**config.mk**
```make
export PLATFORM = sky130hd
export DESIGN_NAME = seq_divider_flat
export DESIGN_NICKNAME = d
export VERILOG_FILES = /design/src/rtl/seq_divider_if.sv /design/src/rtl/seq_divider.sv /design/src/flat_wrapper.sv
export SDC_FILE = /design/constraint.sdc
export NUM_CORES = 1
export LEC_CHECK = 0
export ABC_CLOCK_PERIOD_IN_PS = 1600
export BUFFER_PORTS_ARGS = -buffer_cell sky130_fd_sc_hd__buf_4
export CELL_PAD_IN_SITES_DETAIL_PLACEMENT = 1
export CELL_PAD_IN_SITES_GLOBAL_PLACEMENT = 2
export CORE_MARGIN = 3
export CORE_UTILIZATION = 30
export CTS_CLUSTER_SIZE = 20
export DETAILED_ROUTE_END_ITERATION = 8
export PLACE_DENSITY_LB_ADDON = 0.12
export RECOVER_POWER = 25
export SYNTH_ARGS = -nofsm -noshare
export SYNTH_HDL_FRONTEND = slang
export SYNTH_SLANG_ARGS = --single-unit
```
**constraint.sdc**
```tcl
create_clock -name clk -period 1.6 [get_ports clk]
set_input_delay 0.32 -clock clk [delete_from_list [all_inputs] [get_ports clk]]
set_output_delay 0.32 -clock clk [all_outputs]
set_load 0.02 [all_outputs]
```
**src/rtl/seq_divider_if.sv**
```systemverilog
// Operand/result bundle for seq_divider: a start/busy/done request channel plus
// the registered quotient, remainder and divide-by-zero results.
interface seq_divider_if;
    logic       start;
    logic [7:0] dividend;
    logic [3:0] divisor;
    logic [7:0] quotient;
    logic [3:0] remainder;
    logic       div_by_zero;
    logic       busy;
    logic       done;

    modport master (
        output start, dividend, divisor,
        input  quotient, remainder, div_by_zero, busy, done
    );

    modport slave (
        input  start, dividend, divisor,
        output quotient, remainder, div_by_zero, busy, done
    );
endinterface

```
**src/rtl/seq_divider.sv**
```systemverilog
// Sequential 8-bit / 4-bit unsigned restoring divider, one quotient bit per clock,
// MSB first; divide-by-zero short-circuits straight to DONE with FF/0/flag.
module seq_divider (
    input  logic                clk,
    input  logic                rst,
    seq_divider_if.slave        bus,
    output logic [1:0]          state_dbg
);
    // Handshake: start is taken only on an edge where busy is low (IDLE); operands
    // are sampled on that edge alone. busy stays high until done, which pulses for
    // exactly one cycle with results valid then and held until the next done.
    typedef enum logic [1:0] {
        IDLE = 2'd0,
        RUN  = 2'd1,
        DONE = 2'd2
    } state_t;

    state_t     state;
    logic [7:0] d_reg;
    logic [3:0] v_reg;
    logic [3:0] r_reg;
    logic [7:0] wq_reg;
    logic [2:0] cnt;

    logic [4:0] trial;
    logic       q_bit;
    logic [3:0] r_next;

    assign state_dbg = state;

    // The difference always fits in 4 bits because the restored remainder stays below V.
    always_comb begin
        trial  = {r_reg, d_reg[7]};
        q_bit  = (trial >= {1'b0, v_reg});
        r_next = q_bit ? (trial[3:0] - v_reg) : trial[3:0];
    end

    always_ff @(posedge clk) begin
        if (rst) begin
            state           <= IDLE;
            d_reg           <= '0;
            v_reg           <= '0;
            r_reg           <= '0;
            wq_reg          <= '0;
            cnt             <= '0;
            bus.quotient    <= '0;
            bus.remainder   <= '0;
            bus.div_by_zero <= 1'b0;
            bus.busy        <= 1'b0;
            bus.done        <= 1'b0;
        end else begin
            case (state)
                IDLE: begin
                    bus.done <= 1'b0;
                    if (bus.start) begin
                        bus.busy <= 1'b1;
                        if (bus.divisor != 4'd0) begin
                            d_reg  <= bus.dividend;
                            v_reg  <= bus.divisor;
                            r_reg  <= '0;
                            wq_reg <= '0;
                            cnt    <= '0;
                            state  <= RUN;
                        end else begin
                            bus.quotient    <= 8'hFF;
                            bus.remainder   <= 4'd0;
                            bus.div_by_zero <= 1'b1;
                            bus.done        <= 1'b1;
                            state           <= DONE;
                        end
                    end
                end
                RUN: begin
                    d_reg  <= {d_reg[6:0], 1'b0};
                    r_reg  <= r_next;
                    wq_reg <= {wq_reg[6:0], q_bit};
                    cnt    <= cnt + 3'd1;
                    if (cnt == 3'd7) begin
                        bus.quotient    <= {wq_reg[6:0], q_bit};
                        bus.remainder   <= r_next;
                        bus.div_by_zero <= 1'b0;
                        bus.done        <= 1'b1;
                        state           <= DONE;
                    end
                end
                DONE: begin
                    bus.done <= 1'b0;
                    bus.busy <= 1'b0;
                    state    <= IDLE;
                end
                default: begin
                    bus.done <= 1'b0;
                    bus.busy <= 1'b0;
                    state    <= IDLE;
                end
            endcase
        end
    end
endmodule

```
**src/flat_wrapper.sv**
```systemverilog
// flat-port wrapper written by rule: the top's interface ports become plain ports
module seq_divider_flat 
  (clk, rst, state_dbg, bus_start, bus_dividend, bus_divisor, bus_quotient, bus_remainder, bus_div_by_zero, bus_busy, bus_done);
  seq_divider_if bus_i ();
  input  logic clk;
  input  logic rst;
  output logic [1:0] state_dbg;
  input wire logic [$bits(bus_i.start)-1:0] bus_start;
  input wire logic [$bits(bus_i.dividend)-1:0] bus_dividend;
  input wire logic [$bits(bus_i.divisor)-1:0] bus_divisor;
  output wire logic [$bits(bus_i.quotient)-1:0] bus_quotient;
  output wire logic [$bits(bus_i.remainder)-1:0] bus_remainder;
  output wire logic [$bits(bus_i.div_by_zero)-1:0] bus_div_by_zero;
  output wire logic [$bits(bus_i.busy)-1:0] bus_busy;
  output wire logic [$bits(bus_i.done)-1:0] bus_done;
  assign bus_i.start = bus_start;
  assign bus_i.dividend = bus_dividend;
  assign bus_i.divisor = bus_divisor;
  assign bus_quotient = bus_i.quotient;
  assign bus_remainder = bus_i.remainder;
  assign bus_div_by_zero = bus_i.div_by_zero;
  assign bus_busy = bus_i.busy;
  assign bus_done = bus_i.done;
  seq_divider u_core (.clk(clk), .rst(rst), .bus(bus_i), .state_dbg(state_dbg));
endmodule
```
# == Word-level counts from Yosys, hierarchy flattened ==
# Cells that the tools add are included.
# Widths: inputs -> output; s select.
# totals
ff_bits,43
inputBits,15
wordCells,64
# classes
addsub,2
magnitude_cmp,1
eq_ne,6
muxes,35
bitwise,1
reduce_logical,8
# ops
cell,n
$mux 8,5
$pmux 8 s2,2
$mux 4,6
$pmux 4 s2,2
$mux 7,2
$pmux 7 s2,1
$mux 1,7
$mux 2,3
$mux 3,2
$pmux 1 s2,3
$pmux 3 s2,1
$reduce_and 3->1,2
$ge 5x4->1,1
$ne 2x1->1 const B,2
$ne 2x2->1 const B,2
$pmux 2 s2,1
$reduce_and 2->1,2
$reduce_and 4->1,1
$reduce_bool 4->1,1
$sub 4x4->4,1
$add 3x1->3 const B,1
$eq 3x3->1 const B,1
$eq 2x1->1 const B,1
$logic_not 2->1,1
other kinds (2),2

# == Depth between registers and ports, before layout ==
# Gate-level depths: netlist (run 1).
# depth
word_depth,4
ltp_mapped,7
mapped_depth_nobuf,7

# == Least setup slack after synthesis (run 1) ==
# Ideal clock, no wire load.
# synth_path
path_type,reg2reg
start,register u_core.d_reg[7]
end,register u_core.bus.remainder[3]
setup_time_ns,0.057
t_arrival_ns,1.754
required_ns,1.543
slack_ns,-0.212
path_stages_with_launch,8
cell_sequence,dfxtp_1 -> inv_1 -> ha_1 -> nand2b_4 -> a2111oi_4 -> o21ai_2 -> a311oi_2 -> a21o_1
# synth_between
elab_chain_len,4
# synth_rtl
element,line,rtl
from (decl),seq_divider.sv:19,logic [7:0] d_reg;
from (signal assigned),seq_divider.sv:58,d_reg <= bus.dividend;
from (signal assigned),seq_divider.sv:74,"d_reg <= {d_reg[6:0], 1'b0};"
$sub 4x4->4 or $ge 5x4->1 (tied branches),"seq_divider.sv:35, seq_divider.sv:34",
$mux 4 *,seq_divider.sv:35,r_next = q_bit ? (trial[3:0] - v_reg) : trial[3:0];
$mux 4 *,seq_divider.sv:78,if (cnt == 3'd7) begin
$pmux 4 s2 *,seq_divider.sv:52,case (state)
to (signal assigned),seq_divider.sv:80,bus.remainder <= r_next;
to (decl),seq_divider_if.sv:20,"output quotient, remainder, div_by_zero, busy, done"
# Every way passes the cells marked *; elsewhere a longest branch is shown, timed or not. The select of a mux whose other input is x is not followed.
# A chain may end at the register's enable or synchronous reset.

# == Final worst setup path (run 1) ==
# layout_path
start,register u_core.d_reg[7]
end,register u_core.wq_reg[0]
# layout_between
elab_chain_len,2
# layout_rtl
element,line,rtl
$ge 5x4->1,seq_divider.sv:34,"q_bit = (trial >= {1'b0, v_reg});"
$pmux 7 s2,seq_divider.sv:52,
to (signal assigned),seq_divider.sv:76,"wq_reg <= {wq_reg[6:0], q_bit};"
to (decl),seq_divider.sv:22,logic [7:0] wq_reg;
# Every way passes these cells.

==> results of run 1 <==
==> kinds of logic (layout without fill, tap and decap cells) <==
family / Yosys count / count (layout) / synth area share (%)
buffers and inverters: 21 / 74 / 4.636
multiplexers: 4 / 4 / 2.119
AO/OA/AOI/OAI: 60 / 60 / 23.97
flip-flops: 43 / 43 / 45.56
adder cells (fa/ha/maj): 7 / 7 / 5.033
AND/OR/NAND/NOR: 79 / 79 / 18.21
XOR/XNOR: 1 / 1 / 0.4637
==> layout by cell type, fill, tap and decap left out, types with 4 or more instances in the layout <==
cell / n
a211oi_1: 4
a211oi_2: 4
a21oi_1: 11
a22oi_1: 9
a311oi_1: 7
a31oi_2: 4
buf_12: 5
buf_4: 44
clkbuf_1: 9
clkbuf_8: 5
dfxtp_1: 37
dfxtp_2: 6
inv_1: 5
mux2i_1: 4
nand2_1: 20
nor2_1: 43
o21ai_0: 4
o21ai_1: 5
==> timing repair <==
| action | in CTS | in global routing |
|---|---|---|
| endpoints found under the hold margin | 0 | 0 |
| setup buffers | 4 | 3 |
| setup endpoints to repair | 9 | 15 |
| gates resized for setup | 8 | 9 |
| gates cloned | 0 | 1 |
| pin swaps | 7 | 2 |
==> routing by layer <==
layer  vias to the layer above  global-route usage, %  part of all wire [%]
met3                         4                  3.204                   2.3
li1                        862                      -                     -
met4                         0                  4.748                   1.1
met5                         -                      0                     0
met1                       819                  18.18                    46
met2                        15                  25.42                    51
==> worst reg2reg max path, delay by kind of cell (launching register included) <==
| family | cells | cell delay, ns |
|---|---|---|
| AO/OA/AOI/OAI | 2 | 0.54 |
| adder cells (fa/ha/maj) | 1 | 0.20 |
| buffers and inverters | 2 | 0.25 |
| flip-flops | 1 | 0.34 |
| AND/OR/NAND/NOR | 3 | 0.37 |
==> area by class of cell <==
type,count,area [µm²],area share (%)
Clock buffer,5,68.82,2.599
Clock inverter,3,46.29,1.749
Inverter,7,26.28,0.9924
Multi-Input combinational cell,151,1055,39.84
Sequential cell,43,868.3,32.80
Tap cell,75,93.84,3.544
Timing Repair Buffer,59,489.2,18.48
==> final timing paths <==
kind,slack [ns],cells after the start,end,from
max,-0.19,8,u_core.wq_reg[0]$_SDFFE_PP0P_,u_core.d_reg[7]$_SDFFE_PP0P_
min,0.28,3,u_core.v_reg[3]$_SDFFE_PP0P_,bus_divisor[3]
max reg2reg,-0.19,8,u_core.wq_reg[0]$_SDFFE_PP0P_,u_core.d_reg[7]$_SDFFE_PP0P_
min reg2reg,0.48,2,u_core.d_reg[5]$_SDFFE_PP0P_,u_core.d_reg[4]$_SDFFE_PP0P_
==> power groups by stage <==
stage          clock (W)  sequential [W]  combinational [W]
2_1_floorplan          0         0.00119           0.000301
3_3_place_gp           0         0.00118           0.000508
3_5_place_dp           0         0.00118           0.000512
4_1_cts         0.000913         0.00116           0.000579
5_1_grt         0.000962         0.00117           0.000673
6_report        0.000875         0.00116           0.000606
==> through the flow <==
step           std cells  instance area (µm²)  total power (W)
2_1_floorplan        215                 1923         0.001491
3_3_place_gp         327                 2389         0.001691
3_5_place_dp         327                 2389         0.001695
4_1_cts              339                 2580         0.002653
5_1_grt              343                 2648         0.002802
6_report             343                 2648         0.002641
==> summary.txt, run 1 <==
Status: complete, but fails checks
Failing checks: negative setup slack
Routed WL: 5.267 mm
Req. time, crit path: 1.79 ns
Synthesized flop and latch total: 43
Syn Nets: 237
Post-Syn Area: 1889 µm²
Unrepaired setup endpoints after global routing: yes
Commonest cells in the netlist: dfxtp_1, nor2_1, nand2_1
Type of the worst setup path: reg2reg
Syn-to-layout area delta: 40.13%
Post-Syn Area per Cell: 8.787 µm²
CTS tree: built
DR WL/cell: 15.36 µm
Clock skew: 0.006556 ns
Main synth FF type: dfxtp_1
Slowest Stage Delay on Critical Path: 0.36 ns
Vias in the first global route: 1689
GRT Total Usage: 14.74%
Final setup fails: 10
Synth top area cells: dfxtp_1, nor2_1, ha_1
Antenna viol nets, final: 0
Initial drt markers: 63
Nets: 289
Synth cell types: 38
# DRC: 0
Register area share after synthesis: 45.56%
Final hold vios: 0
Largest net degree at the start of global routing: 28
Hold Slack: 0.2806 ns
Die Area: 7286 µm²
Ant diodes: 0
Clock-pin slew on the worst setup and hold paths: 0.09 ns
Yosys Warn Count: 0
Max-cap violations: 0
Worst Max-Slew Pin Slew: 0.4119 ns
Num CTS Buffers: 5
Clock Latency Late Sink: 0.30 ns
Starting Density: 31.35%
Power share of the combinational group: 22.9%
CP Capture Type: flop
Post-cts hold buffer count: 0
CP delay by family, top: compound AO/OA/AOI/OAI gates
Row count: 28
Crit share post-route: 111.7%
Lkg Pwr: 1.067 nW
Synthesized instance count: 215
IO Count: 32
Grt ovf: 0
Initial antenna violation count: 0
Final Slew Violations: 0
Die Wd: 85.36 µm
Psw: 0.0007521 W
Filler cells: 709
Power per cell area: 997.4 nW/µm²
Die Y: 85.36 µm
Clock power share: 33.1%
Async S/R FF share, synth: 0%
Maximum buffer depth of the clock tree: 2
Startpoint type of the worst setup path: flop
Clk sinks: 43
FMAX: 559.4 MHz
Pre-antenna DRT Iters: 4
First-pass GRT wire length: 8.369 mm
Setup slack at placement: -0.1744 ns
CP cell instances: inv_2 > ha_4 > nand2b_4 > a2111oi_4 > buf_4 > or2_4 > a2bb2oi_1 > nor2_1
VDD IR max: 575.6 µV
Critical-path top delay cell: a2111oi_4
Core Region: 6026 µm²
Ratio of cells with drive above 1 in the final layout: 32.84%
Vias/cell: 4.956
Sw frac: 28.48%
Sequential Power Share: 43.9%
H-Tree Depth: 2
Worst min-delay path class: in2reg
CTS root buf: clkbuf_8
Final TNS setup: -1.550 ns
Max_slew headroom: 72.29%
Post-synth EDFFs: 0
Arr. time, crit path: 1.98 ns
Detailed Place HPWL: 3.479 mm
RD Place Congestion: 0.7629
Top cell type's share of synthesized area: 45.56%
Fin util: 43.94%
CP max FO: 5
CP bufs+invs: 2
Area leader, netlist: dfxtp_1
IO buf count: 31
Vias: 1700
Cell-internal power: 0.001889 W
Min Tclk post-route: 1.788 ns
Post-route setup slack: -0.1878 ns
Note: power is estimated with default switching activity, not from simulation.
==> inputs of run 2 (changes only) <==
--- a/config.mk
+++ b/config.mk
@@ -5,16 +5,18 @@
 export SDC_FILE = /design/constraint.sdc
 export NUM_CORES = 1
 export LEC_CHECK = 0
+export ABC_AREA = 1
 export ABC_CLOCK_PERIOD_IN_PS = 1600
 export BUFFER_PORTS_ARGS = -buffer_cell sky130_fd_sc_hd__buf_4
 export CELL_PAD_IN_SITES_DETAIL_PLACEMENT = 1
 export CELL_PAD_IN_SITES_GLOBAL_PLACEMENT = 2
 export CORE_MARGIN = 3
-export CORE_UTILIZATION = 30
+export CORE_UTILIZATION = 28
 export CTS_CLUSTER_SIZE = 20
 export DETAILED_ROUTE_END_ITERATION = 8
 export PLACE_DENSITY_LB_ADDON = 0.12
 export RECOVER_POWER = 25
+export REMOVE_ABC_BUFFERS = 1
 export SYNTH_ARGS = -nofsm -noshare
 export SYNTH_HDL_FRONTEND = slang
 export SYNTH_SLANG_ARGS = --single-unit
==> summary.txt, run 2 <==
Status: complete, no violations (was complete, but fails checks)
Lkg Pwr: 1.175 nW (was 1.067 nW)
IO buf count: 31 (unchanged)
# DRC: 0 (unchanged)
IO Count: 32 (unchanged)
Die Wd: 88.42 µm (was 85.36 µm)
Area leader, netlist: dfxtp_1 (unchanged)
Synthesized instance count: 264 (was 215)
Detailed Place HPWL: 3.748 mm (was 3.479 mm)
Most common cell after layout, fill and taps aside: nand2_1 (was buf_4)
Top cell type's share of synthesized area: 45.26% (was 45.56%)
Final Non-Filler Cells: 394 (was 343)
FMAX: 676.8 MHz (was 559.4 MHz)
Final Slew Violations: 0 (unchanged)
Crit share post-route: 92.35% (was 111.7%)
Max_slew headroom: 79.03% (was 72.29%)
Clock Latency Late Sink: 0.29 ns (was 0.30 ns)
First-pass GRT wire length: 8.687 mm (was 8.369 mm)
Filler cells: 814 (was 709)
Vias: 1835 (was 1700)
CTS tree: built (unchanged)
Unrepaired setup endpoints after global routing: no (was yes)
H-Tree Depth: 2 (unchanged)
Synth top area cells: dfxtp_1, nand2_1, nor2_1 (was dfxtp_1, nor2_1, ha_1)
Async S/R FF share, synth: 0% (unchanged)
Startpoint type of the worst setup path: flop (unchanged)
Row count: 29 (was 28)
GRT Total Usage: 14.25% (was 14.74%)
Post-synth EDFFs: 0 (unchanged)
Max-cap violations: 0 (unchanged)
Clk sinks: 43 (unchanged)
Arr. time, crit path: 1.67 ns (was 1.98 ns)
Reg2Reg Setup Slack: 0.12 ns (was -0.19 ns)
Main synth FF type: dfxtp_1 (unchanged)
Worst Max-Slew Pin Slew: 0.3136 ns (was 0.4119 ns)
Antenna viol nets, final: 0 (unchanged)
Min-Delay Endpoint: u_core.d_reg[0]$_SDFFE_PP0P_ (was u_core.v_reg[3]$_SDFFE_PP0P_)
Most frequent cells in the layout: nand2_1, dfxtp_1, buf_4, nor2_1, inv_1 (was buf_4, nor2_1, dfxtp_1, nand2_1, a21oi_1)
Largest net degree at the start of global routing: 21 (was 28)
Final hold vios: 0 (unchanged)
Grt ovf: 0 (unchanged)
Starting Density: 29.45% (was 31.35%)
Pre-antenna DRT Iters: 4 (unchanged)
VDD IR max: 477.2 µV (was 575.6 µV)
Postcts setup bufs: 0 (was 4)
Ratio of cells with drive above 1 in the final layout: 20.50% (was 32.84%)
Nets: 338 (was 289)
Hold Slack: 0.2982 ns (was 0.2806 ns)
Count leader, synth: nand2_1
RD Place Congestion: 0.7303 (was 0.7629)
Req. time, crit path: 1.80 ns (was 1.79 ns)
FF-to-FF path depth: 8 (unchanged)
Setup slack at placement: -0.02193 ns (was -0.1744 ns)
Yosys Warn Count: 0 (unchanged)
Initial drt markers: 60 (was 63)
Commonest cells in the netlist: nand2_1, dfxtp_1, nor2_1 (was dfxtp_1, nor2_1, nand2_1)
Hold Path Depth: 3 (unchanged)
Register area share after synthesis: 45.26% (was 45.56%)
Routed WL: 5.186 mm (was 5.267 mm)
Final setup fails: 0 (was 10)
Syn-to-layout area delta: 32.89% (was 40.13%)
Post-route setup slack: 0.1224 ns (was -0.1878 ns)
CP max FO: 2 (was 5)
Clock skew: 0.006176 ns (was 0.006556 ns)
Die Area: 7817 µm² (was 7286 µm²)
Vias in the first global route: 1814 (was 1689)
Ant diodes: 0 (unchanged)
Worst min-delay path class: in2reg (unchanged)
Clock-pin slew on the worst setup and hold paths: 0.09 ns (about the same)
Cells after DPL: 385 (was 327)
Type of the worst setup path: reg2reg (unchanged)
DR WL/cell: 13.16 µm (was 15.36 µm)
Min Tclk post-route: 1.478 ns (was 1.788 ns)
Post-Syn Area: 1902 µm² (was 1889 µm²)
Initial antenna violation count: 0 (unchanged)
Synth cell types: 23 (was 38)
CTS root buf: clkbuf_8 (unchanged)
Worst R2R End: u_core.bus.remainder[1]$_SDFFE_PP0P_ (was u_core.wq_reg[0]$_SDFFE_PP0P_)
CP Capture Type: flop (unchanged)
Reg2reg start: u_core.d_reg[7]$_SDFFE_PP0P_ (unchanged)
Maximum buffer depth of the clock tree: 2 (unchanged)
Vias/cell: 4.657 (was 4.956)
Post-cts hold buffer count: 0 (unchanged)
Post-Syn Area per Cell: 7.204 µm² (was 8.787 µm²)
Power per cell area: 1195 nW/µm² (was 997.4 nW/µm²)
Hold path startpoint: bus_dividend[0] (was bus_divisor[3])
Die Y: 88.42 µm (was 85.36 µm)
Synthesized flop and latch total: 43 (unchanged)
Num CTS Buffers: 5 (unchanged)
Core Region: 6459 µm² (was 6026 µm²)
==> run 2: how the worst max path moves through the flow <==
stage	startpoint	endpoint	slack, ns
6_report	u_core.d_reg[7]$_SDFFE_PP0P_	u_core.bus.remainder[1]$_SDFFE_PP0P_	0.12
2_1_floorplan	u_core.state_dbg[1]$_SDFFE_PP0P_	u_core.bus.remainder[2]$_SDFFE_PP0P_	0.06
4_1_cts	u_core.v_reg[2]$_SDFFE_PP0P_	u_core.bus.remainder[3]$_SDFFE_PP0P_	0.02
5_1_grt	u_core.d_reg[7]$_SDFFE_PP0P_	u_core.bus.remainder[3]$_SDFFE_PP0P_	0.004
3_5_place_dp	u_core.v_reg[2]$_SDFFE_PP0P_	u_core.bus.remainder[3]$_SDFFE_PP0P_	-0.02
3_3_place_gp	u_core.v_reg[2]$_SDFFE_PP0P_	u_core.bus.remainder[3]$_SDFFE_PP0P_	0.05
==> run 2: what timing repair did <==
item / in CTS / in global routing
pin swaps: 0 / 4
hold endpoints to repair: 0 / 0
gates resized for setup: 1 / 16
setup endpoints to repair: 5 / 10
gates cloned: 0 / 1
==> run 2: layout make-up <==
type                       count  area, µm²  area share [%]
multi-input combinational    183      938.4           37.13
tap                           77      96.34           3.812
sequential                    43      862.1           34.11
clock buffer                   6      72.57           2.871
inverter                      28      110.1           4.356
clock inverter                 2      60.06           2.376
timing repair inverter         1      6.256          0.2475
timing repair buffer          54      381.6           15.10
==> run 2: kinds of logic after synthesis <==
group / count (synthesis) / synth area share (%)
AND/OR/NAND/NOR: 133 / 29.61
flip-flops: 43 / 45.26
AO/OA/AOI/OAI: 42 / 11.05
buffers and inverters: 38 / 8.618
adder cells (fa/ha/maj): 7 / 5.000
XOR/XNOR: 1 / 0.4606
==> run 2: metal layers <==
| metal | track usage [%] | routed length [µm] |
|---|---|---|
| met3 | 3.259 | 199 |
| met5 | 0 | 0 |
| met4 | 3.709 | 31 |
| met2 | 23.25 | 2427 |
| met1 | 19.02 | 2527 |
==> run 2: worst max-delay path, cell delays in order, from the launching register on <==
cell	delay [ns]
dfxtp_2	0.33
inv_1	0.05
ha_2	0.18
fa_2	0.53
inv_1	0.04
nand3_1	0.09
nand3_1	0.07
nand2_1	0.06
inv_1	0.03
==> run 2: stage by stage <==
stage	util [%]	instance area, µm²	TNS [ns]	power (W)
after floorplan	-	1846	0	0.001650
after global placement	36.73	2372	0	0.002001
after detailed placement	36.73	2372	-0.05670	0.002011
after CTS	38.84	2509	0	0.003041
after global routing	39.13	2527	0	0.003217
final	39.13	2527	0	0.003021
==> run 2: where the power goes <==
part,switching [W],internal (W),total [W]
clock network,0.000387,0.000624,0.00101
logic,0.000469,0.000317,0.000786
registers,0.0000538,0.00117,0.00122
==> inputs of run 3 (changes only) <==
--- a/config.mk
+++ b/config.mk
@@ -6,12 +6,12 @@
 export NUM_CORES = 1
 export LEC_CHECK = 0
 export ABC_AREA = 1
-export ABC_CLOCK_PERIOD_IN_PS = 1600
+export ABC_CLOCK_PERIOD_IN_PS = 1500
 export BUFFER_PORTS_ARGS = -buffer_cell sky130_fd_sc_hd__buf_4
 export CELL_PAD_IN_SITES_DETAIL_PLACEMENT = 1
 export CELL_PAD_IN_SITES_GLOBAL_PLACEMENT = 2
 export CORE_MARGIN = 3
-export CORE_UTILIZATION = 28
+export CORE_UTILIZATION = 31
 export CTS_CLUSTER_SIZE = 20
 export DETAILED_ROUTE_END_ITERATION = 8
 export PLACE_DENSITY_LB_ADDON = 0.12
==> constraint.sdc (replaced) <==
create_clock -name clk -period 1.5 [get_ports clk]
set_input_delay 0.3 -clock clk [delete_from_list [all_inputs] [get_ports clk]]
set_output_delay 0.3 -clock clk [all_outputs]
set_load 0.02 [all_outputs]
==> summary.txt, run 3 (synthesis results as in run 2) <==
Routed WL: 5.415 mm (was 5.186 mm)
Die Area: 7111 µm² (was 7817 µm²)
Met2 wire length: 2.699 mm (was 2.427 mm)
Most frequent cells in the layout: nand2_1, buf_4, nor2_1, dfxtp_1, a21oi_1 (was nand2_1, dfxtp_1, buf_4, nor2_1, inv_1)
Type of the worst setup path: reg2reg (unchanged)
Clock-pin slew on the worst setup and hold paths: 0.08 ns (was 0.09 ns)
Core Region: 5709 µm² (was 6459 µm²)
Clock skew: 0.006591 ns (was 0.006176 ns)
CP Capture Type: flop (unchanged)
Min Tclk post-route: 1.481 ns (was 1.478 ns)
Pre-antenna DRT Iters: 4 (unchanged)
IO buf count: 31 (unchanged)
Status: complete, no violations (unchanged)
CP delay by family, top: simple AND/OR/NAND/NOR gates (was adder cells)
Max-cap violations: 0 (unchanged)
Hold Path Depth: 3 (unchanged)
Cell-internal power: 0.002288 W (was 0.002111 W)
FF-to-FF path depth: 12 (was 8)
Starting Density: 33.31% (was 29.45%)
CTS root buf: clkbuf_8 (unchanged)
Slowest Stage Delay on Critical Path: 0.35 ns (was 0.53 ns)
Multi-input gate area: 984.7 µm² (was 938.4 µm²)
Vias: 1849 (was 1835)
Req. time, crit path: 1.68 ns (was 1.80 ns)
Power per cell area: 1257 nW/µm² (was 1195 nW/µm²)
# DRC: 0 (unchanged)
Lkg Pwr: 1.205 nW (was 1.175 nW)
Die Wd: 84.33 µm (was 88.42 µm)
Detailed Place HPWL: 3.570 mm (was 3.748 mm)
Psw: 0.0009926 W (was 0.0009106 W)
VDD IR max: 542.6 µV (was 477.2 µV)
DR WL/cell: 13.78 µm (was 13.16 µm)
Worst min-delay path class: in2reg (unchanged)
Cells after DPL: 378 (was 385)
Initial drt markers: 42 (was 60)
Vias/cell: 4.705 (was 4.657)
WL met3: 123 µm (was 199 µm)
Reg2reg start: u_core.v_reg[1]$_SDFFE_PP0P_ (was u_core.d_reg[7]$_SDFFE_PP0P_)
Sequential Power Share: 40.1% (was 40.5%)
Max_slew headroom: 80.80% (was 79.03%)
IO Count: 32 (unchanged)
Clock power share: 32.5% (was 33.5%)
Unrepaired setup endpoints after global routing: yes (was no)
CP cell instances: inv_2 > ha_4 > nand2_1 > inv_1 > nand2_1 > nand2_1 > nand2_2 > buf_6 > nand4_1 > nand3_1 > nand2_1 > inv_1 (was inv_1 > ha_2 > fa_2 > inv_1 > nand3_1 > nand3_1 > nand2_1 > inv_1)
H-Tree Depth: 2 (unchanged)
Final Slew Violations: 0 (unchanged)
Largest net degree at the start of global routing: 25 (was 21)
RD Place Congestion: 0.7357 (was 0.7303)
Final hold vios: 0 (unchanged)
Power share of the combinational group: 27.4% (was 26.0%)
Final setup fails: 0 (unchanged)
Ratio of cells with drive above 1 in the final layout: 28.04% (was 20.50%)
M1 wire length: 2.563 mm (was 2.527 mm)
Die Y: 84.33 µm (was 88.42 µm)
Reg2Reg Setup Slack: 0.02 ns (was 0.12 ns)
Nets: 342 (was 338)
Worst R2R End: u_core.r_reg[0]$_SDFFE_PP0P_ (was u_core.bus.remainder[1]$_SDFFE_PP0P_)
Most common cell after layout, fill and taps aside: nand2_1 (unchanged)
FMAX: 675.4 MHz (was 676.8 MHz)
Row count: 27 (was 29)
Worst Max-Slew Pin Slew: 0.2880 ns (was 0.3136 ns)
Highest Signal Layer: met4 (unchanged)
Clk sinks: 43 (unchanged)
Most frequent CP cell: nand2_1 (was inv_1)
Initial antenna violation count: 0 (unchanged)
Final Non-Filler Cells: 393 (was 394)
Antenna viol nets, final: 0 (unchanged)
Filler cells: 726 (was 814)
CP bufs+invs: 4 (was 3)
GRT Total Usage: 14.74% (was 14.25%)
Startpoint type of the worst setup path: flop (unchanged)
Syn-to-layout area delta: 37.24% (was 32.89%)
Min-Delay Endpoint: u_core.d_reg[0]$_SDFFE_PP0P_ (unchanged)
Num CTS Buffers: 5 (unchanged)
First-pass GRT wire length: 8.576 mm (was 8.687 mm)
CP max FO: 4 (was 2)
Ant diodes: 0 (unchanged)
Sw frac: 30.25% (was 30.14%)
Critical-path top delay cell: dfxtp_2 (was fa_2)
Post-cts hold buffer count: 0 (unchanged)
Grt ovf: 0 (unchanged)
Arr. time, crit path: 1.67 ns (about the same)
CTS tree: built (unchanged)
Crit. Startpoint: u_core.v_reg[1]$_SDFFE_PP0P_ (was u_core.d_reg[7]$_SDFFE_PP0P_)
Crit share post-route: 98.71% (was 92.35%)
Maximum buffer depth of the clock tree: 2 (unchanged)
Vias in the first global route: 1853 (was 1814)
Hold Slack: 0.2997 ns (was 0.2982 ns)
Hold path startpoint: bus_dividend[0] (unchanged)
FF+latch area: 870.8 µm² (was 862.1 µm²)
Clock Latency Late Sink: 0.29 ns (about the same)
run 3: cell types whose count changed in the layout (fill, tap and decap cells not counted), sizes merged:
cell      previous run  this run
clkinvlp             0         1
nand2               65        66
clkinv               2         1
buf                 40        47
clkbuf              20        16
run 3: through the flow:
step | util [%] | worst slack [ns] | cell area [µm²] | setup TNS (ns) | total power [W]
4_1_cts | 44.44 | 0.003035 | 2537 | 0 | 0.003254
6_report | 45.72 | 0.01940 | 2610 | 0 | 0.003281
2_1_floorplan | - | -0.03807 | 1846 | -0.2328 | 0.001760
3_5_place_dp | 40.96 | -0.1049 | 2338 | -0.7966 | 0.002122
3_3_place_gp | 40.96 | -0.05470 | 2338 | -0.3924 | 0.002111
5_1_grt | 45.72 | -0.1151 | 2610 | -1.458 | 0.003489
run 3: layout make-up:
type	count	share of cell area, %
Inverter	28	4.458
Clock buffer	6	2.780
Sequential cell	43	33.37
Clock inverter	2	2.301
Timing Repair Buffer	57	15.58
Multi-Input combinational cell	184	37.73
Timing Repair inverter	1	0.3356
Tap cell	72	3.452
run 3: worst max path at each step:
| stage | end | slack, ns | cells past startpoint |
|---|---|---|---|
| after floorplan | u_core.bus.remainder[2]$_SDFFE_PP0P_ | -0.04 | 9 |
| after global placement | u_core.bus.remainder[1]$_SDFFE_PP0P_ | -0.05 | 10 |
| after CTS | u_core.r_reg[0]$_SDFFE_PP0P_ | 0.003 | 12 |
| final | u_core.r_reg[0]$_SDFFE_PP0P_ | 0.02 | 12 |
| after detailed placement | u_core.r_reg[0]$_SDFFE_PP0P_ | -0.10 | 10 |
| after global routing | u_core.r_reg[0]$_SDFFE_PP0P_ | -0.12 | 12 |
run 3: worst register-to-register path: stages (launching register included):
cell,delay (ns)
dfxtp_2,0.35
inv_2,0.05
ha_4,0.25
nand2_1,0.04
inv_1,0.05
nand2_1,0.05
nand2_1,0.07
nand2_2,0.09
buf_6,0.13
nand4_1,0.08
nand3_1,0.09
nand2_1,0.07
inv_1,0.04
run 3: what timing repair did:
action / in CTS / in global routing
gates resized for setup: 12 / 28
pin swaps: 4 / 12
setup buffers: 2 / 3
gates cloned: 0 / 2
setup endpoints to repair: 10 / 34
run 3: power groups by stage:
stage	clock network, W	logic [W]	registers (W)
after floorplan	0	0.000374	0.00139
after global placement	0	0.000779	0.00133
after detailed placement	0	0.000788	0.00133
after CTS	0.00109	0.000850	0.00131
after global routing	0.00115	0.00101	0.00133
final	0.00106	0.000901	0.00132
run 3: layer usage:
| layer | up-vias | track usage [%] |
|---|---|---|
| li1 | 960 | - |
| met1 | 872 | 18.73 |
| met5 | - | 0 |
| met4 | 0 | 3.509 |
| met2 | 15 | 25.82 |
| met3 | 2 | 2.650 |
